## config.mk

```make
export PLATFORM = sky130hd
export DESIGN_NAME = word_demux_loader
export DESIGN_NICKNAME = d
export VERILOG_FILES = /design/src/rtl/sorter_pkg.sv /design/src/rtl/slot_reg.sv /design/src/rtl/word_demux_loader.sv
export SDC_FILE = /design/constraint.sdc
export NUM_CORES = 1
export LEC_CHECK = 0
export CORE_MARGIN = 1
export CORE_UTILIZATION = 36
export CTS_CLUSTER_SIZE = 10
export DETAILED_ROUTE_END_ITERATION = 7
export MAX_ROUTING_LAYER = met4
export PLACE_DENSITY = 0.71
export SLEW_MARGIN = 20
export SYNTH_ARGS = -nofsm -noshare
export SYNTH_HDL_FRONTEND = slang
export SYNTH_SLANG_ARGS = --single-unit
export TNS_END_PERCENT = 20
```

## constraint.sdc

```tcl
create_clock -name clk -period 9.5 [get_ports clk]
set_input_delay 0.95 -clock clk [delete_from_list [all_inputs] [get_ports clk]]
set_output_delay 0.95 -clock clk [all_outputs]
set_load 0.01 [all_outputs]
```

## src/rtl/sorter_pkg.sv

```systemverilog
// Shared constants and types for the 8-input descending-order sorter and its
// word loader.
package sorter_pkg;

  localparam int WORD_W = 16;
  localparam int N_IN   = 8;

  typedef enum logic {
    LD_FILL = 1'b0,
    LD_FULL = 1'b1
  } ld_state_e;

  typedef logic [$clog2(N_IN)-1:0] slot_idx_t;

endpackage

```

## src/rtl/slot_reg.sv

```systemverilog
// One bank slot of the word loader: a WIDTH-bit register with write-enable
// and a synchronous clear that takes priority over the write.
module slot_reg #(
  parameter int WIDTH = 16
) (
  input  logic             clk,
  input  logic             rst,
  input  logic             wr_en,
  input  logic             clr,
  input  logic [WIDTH-1:0] d,
  output logic [WIDTH-1:0] q
);

  logic [WIDTH-1:0] data_d, data_q;

  // NOTE: every path assigns data_d after the hold default, so no latch is inferred.
  always_comb begin
    data_d = data_q;
    if (clr)        data_d = '0;
    else if (wr_en) data_d = d;
  end

  // NOTE: the bank lives in flops, not RAM, so it can and does take the async reset.
  always_ff @(posedge clk or posedge rst) begin
    if (rst) data_q <= '0;
    else     data_q <= data_d;
  end

  assign q = data_q;

endmodule

```

## src/rtl/word_demux_loader.sv

```systemverilog
// Serial-to-parallel loader: steers one word per handshake into slot 0..DEPTH-1
// and presents the full bank with valid/ready. Define LOADER_CLEAR_EN to clear
// the bank on unload and on abort.
module word_demux_loader
  import sorter_pkg::*;
#(
  parameter  int WIDTH = WORD_W,
  parameter  int DEPTH = N_IN,
  localparam int CW    = $clog2(DEPTH)
) (
  input  logic                   clk,
  input  logic                   rst,
  input  logic                   abort,
  input  logic [WIDTH-1:0]       in_data,
  input  logic                   in_valid,
  output logic                   in_ready,
  output logic [WIDTH*DEPTH-1:0] out_data,
  output logic                   out_valid,
  input  logic                   out_ready,
  output logic [CW-1:0]          slot_idx
);

  ld_state_e     state_d, state_q;
  logic [CW-1:0] slot_d, slot_q;
  logic          in_ready_d, in_ready_q;
  logic          out_valid_d, out_valid_q;
  logic          accept, unload, bank_clr;

  // abort wins over a coincident word, so the word never reaches the bank
  assign accept = in_valid && in_ready_q && !abort;
  assign unload = (state_q == LD_FULL) && out_ready;

`ifdef LOADER_CLEAR_EN
  assign bank_clr = abort || unload;
`else
  assign bank_clr = 1'b0;
`endif

  always_comb begin
    state_d = state_q;
    slot_d  = slot_q;
    if (abort) begin
      state_d = LD_FILL;
      slot_d  = '0;
    end else begin
      unique case (state_q)
        LD_FILL: begin
          if (accept) begin
            if (slot_q == CW'(DEPTH - 1)) begin
              slot_d  = '0;
              state_d = LD_FULL;
            end else begin
              slot_d = slot_q + CW'(1);
            end
          end
        end
        LD_FULL: begin
          if (unload) state_d = LD_FILL;
        end
        default: state_d = LD_FILL;
      endcase
    end
    in_ready_d  = (state_d == LD_FILL);
    out_valid_d = (state_d == LD_FULL);
  end

  // NOTE: sequential state uses non-blocking assignments only; next-state math stays in always_comb.
  always_ff @(posedge clk or posedge rst) begin
    if (rst) begin
      state_q     <= LD_FILL;
      slot_q      <= '0;
      in_ready_q  <= 1'b1;
      out_valid_q <= 1'b0;
    end else begin
      state_q     <= state_d;
      slot_q      <= slot_d;
      in_ready_q  <= in_ready_d;
      out_valid_q <= out_valid_d;
    end
  end

  for (genvar k = 0; k < DEPTH; k++) begin : g_slot
    slot_reg #(.WIDTH(WIDTH)) u_slot (
      .clk   (clk),
      .rst   (rst),
      .wr_en (accept && (slot_q == CW'(k))),
      .clr   (bank_clr),
      .d     (in_data),
      .q     (out_data[k*WIDTH +: WIDTH])
    );
  end

  assign in_ready  = in_ready_q;
  assign out_valid = out_valid_q;
  assign slot_idx  = slot_q;

endmodule

```

==> impl_metrics.env <==
export IMPL_p_comb_share_pct=25.1
export IMPL_crit_buf_inv=1
export IMPL_hold_class="flop to flop"
export IMPL_ctsHoldBuffers=0
export IMPL_crit_path_max_incr_delay_ns=0.71
export IMPL_syn_instance_count=309
export IMPL_cp_depth=1
export IMPL_overflow=0
export IMPL_cts_root_buffer="clkbuf_16"
export IMPL_clk_latency_ns=0.40
export IMPL_rows=44
export IMPL_synthTopCellsByArea="dfrtp_1 62%, mux2_2 24%, mux2_4 3.1%, ha_1 1.4%, buf_6 1.3%"
export IMPL_portBuffers=153
export IMPL_cpMaxStageDelayCell="dfstp_2"
export IMPL_wl_um=12500
export IMPL_netlist_area_leader_share_pct=62.2
export IMPL_cts_tree="yes"
export IMPL_r2r_start="slot_idx[1]"
export IMPL_hold_slack_ns=0.482
export IMPL_rsz0062_at_grt="no"
export IMPL_period_share_pct=28.0
export IMPL_relSlewSlack_pct=43.0
export IMPL_path_delay_family="flip-flops"
export IMPL_yosysUniqueCellTypes=31
export IMPL_vias=3192
export IMPL_multiInputGateArea_sq_um=1840
export IMPL_viasPerCell=4.79
export IMPL_num_antenna_cells=0
export IMPL_cts_buffers=17
export IMPL_status="completed"
export IMPL_grt_pass1_vias=3426
export IMPL_crit_fanout=9
export IMPL_start_util_pct=36.7
export IMPL_grt_usage_pct=17.9
export IMPL_num_fill_cells=1196
export IMPL_drt_first_pass_iters=4
export IMPL_cts_resized_gates=0
export IMPL_timing_rr_end="g_slot[1].u_slot.q[6]"
export IMPL_powerDensity_nw_per_um2=235
export IMPL_wl_per_cell_um=18.7
export IMPL_crit_path_end_kind="output port"
export IMPL_clk_pin_slew_ns=0.05
export IMPL_drt_first_iter_violations=114
export IMPL_die_w_um=123
export IMPL_ys_ff_latch=133
export IMPL_p_sw_mw=0.446
export IMPL_fin_crit_ns=2.66
export IMPL_utilization_pct=51.6
export IMPL_syn_area_per_cell_sq_um=17.2
export IMPL_dp_hpwl_um=8340
export IMPL_power_leakage_nw=3.34
export IMPL_tightest_slew_ns=0.855
export IMPL_finalHoldViolations=0
export IMPL_area_growth_syn_to_layout_pct=40.7
export IMPL_path_cells="clkdlybuf4s50_1"
export IMPL_cts_max_level=4
export IMPL_ant_nets=0
export IMPL_startpoint="in_ready"
export IMPL_cts_buffer_depth=2
export IMPL_sequentialPowerShare_pct=42.2
export IMPL_post_cts_buffers=0
export IMPL_die_y_um=123
export IMPL_ir_drop_v=0.000125
export IMPL_core_sq_um=14500
export IMPL_drive_gt1_share_pct=34.0
export IMPL_syn_num_nets=336
export IMPL_grt_max_degree=70
export IMPL_grt_pass1_wl_um=19200
export IMPL_setup_viol=0
export IMPL_cts_sinks=133
export IMPL_crit_type="flop to output port"
export IMPL_switching_share_pct=25.4
export IMPL_dieArea_sq_um=15200
export IMPL_clock_power_share_pct=32.7
export IMPL_fmax_ghz=0.376
export IMPL_maxCapViolCount=0
export IMPL_ff2ff_path_depth=5
export IMPL_ys_seq_area_share_pct=62.7
export IMPL_worstPathRequired_ns=8.55
export IMPL_nets=497
export IMPL_start_kind="flop"
export IMPL_io_pins=154
export IMPL_place_congestion=0.777
export IMPL_post_synth_top_area_cell="dfrtp_1"
export IMPL_ys_warn_count=0
export IMPL_synth_area_sq_um=5310
export IMPL_endpoint="in_ready"
export IMPL_p_int_mw=1.31
export IMPL_r2r_slack_ns=7.57
export IMPL_antenna_found_initial=0
export IMPL_crit_arrival_ns=1.71
export IMPL_setup_tns_ns=0
export IMPL_finClkSkew_ns=0.00552
export IMPL_seq_area_sq_um=3330
export IMPL_drc=0
export IMPL_drv_slew=0
cell usage after synthesis (all sizes together):
cell type and number:
nor2 5, a21oi 2, and2b 1, mux2i 1, or3 1, nand2b 2
nand2 3, dfrtp 132, dfstp 1, nor2b 1, mux2 128, ha 6
and4 1, buf 12, nand4 1, nand3b 4, inv 4, and3b 1
nand4b 2, a211oi 1
kinds of logic (layout without fill, tap and decap cells):
family / after synthesis / in the layout / share of synthesized area (%)
compound gates: 3 / 3 / 0.330
fa+ha+maj: 6 / 6 / 1.41
buf+inv: 16 / 189 / 2.69
mux: 129 / 129 / 28.1
simple gates: 22 / 22 / 4.78
flops: 133 / 133 / 62.7
layout make-up:
class	count	area share, %
clock buffer	27	6.60
clock inverter	4	0.301
sequential	133	44.6
tap	184	3.08
timing repair buffer	154	20.6
multi-input combinational	160	24.6
inverter	4	0.234
worst min-delay path by stage:
| stage | slack, ns | depth (start not counted) | to | from |
|---|---|---|---|---|
| finish | 0.48 | 1 | g_slot[5].u_slot.q[7] | g_slot[5].u_slot.q[7] |
| global route | 0.49 | 1 | g_slot[5].u_slot.q[8] | g_slot[5].u_slot.q[8] |
| CTS | 0.49 | 1 | g_slot[5].u_slot.q[7] | g_slot[5].u_slot.q[7] |
| detailed placement | 0.47 | 1 | g_slot[5].u_slot.q[7] | g_slot[5].u_slot.q[7] |
| global placement | 0.47 | 1 | g_slot[5].u_slot.q[9] | g_slot[5].u_slot.q[9] |
| floorplan | 0.53 | 1 | g_slot[4].u_slot.q[9] | g_slot[4].u_slot.q[9] |
power groups by stage:
| stage | combinational, mW | sequential, mW | clock (mW) |
|---|---|---|---|
| after floorplan | 0.125 | 0.792 | 0 |
| after global placement | 0.438 | 0.745 | 0 |
| after detailed placement | 0.445 | 0.749 | 0 |
| after CTS | 0.447 | 0.742 | 0.587 |
| after global routing | 0.470 | 0.755 | 0.612 |
| final | 0.440 | 0.740 | 0.573 |
state kept, by name (all words and copies together) (netlist names):
signal	flops
in_ready	1
out_valid	1
slot_idx	3
g_slot.u_slot.q	128
through the flow:
step,setup WS (ns),instances,area [sq um],power [mW]
final,6.84,666,7470,1.75
after global routing,6.73,666,7470,1.84
after CTS,6.82,666,7470,1.77
after detailed placement,6.43,635,6960,1.19
after global placement,6.47,635,6960,1.18
after floorplan,5.00,309,5310,0.917
per-layer routing:
metal  GRT usage (%)  wire length (um)  vias up
li1                -                 -     1417
met1            22.3              5610     1637
met2            26.5              5730      115
met3            5.67               836       23
met4            7.98               285        0
met5               -                 0        -
layout by cell type (no fill, tap or decap), types with 2 or more instances in the layout:
cell type	count
clkbuf_16	17
mux2_4	11
dfrtp_1	132
ha_1	6
clkdlybuf4s50_1	153
clkbuf_8	3
clkinv_2	3
inv_1	2
clkbuf_1	7
mux2_1	5
nand2_1	2
nand4b_4	2
mux2_2	112
nor2_4	4
nand3b_4	2
nand3b_1	2
a21oi_1	2
(Power assumes the default switching activity.)
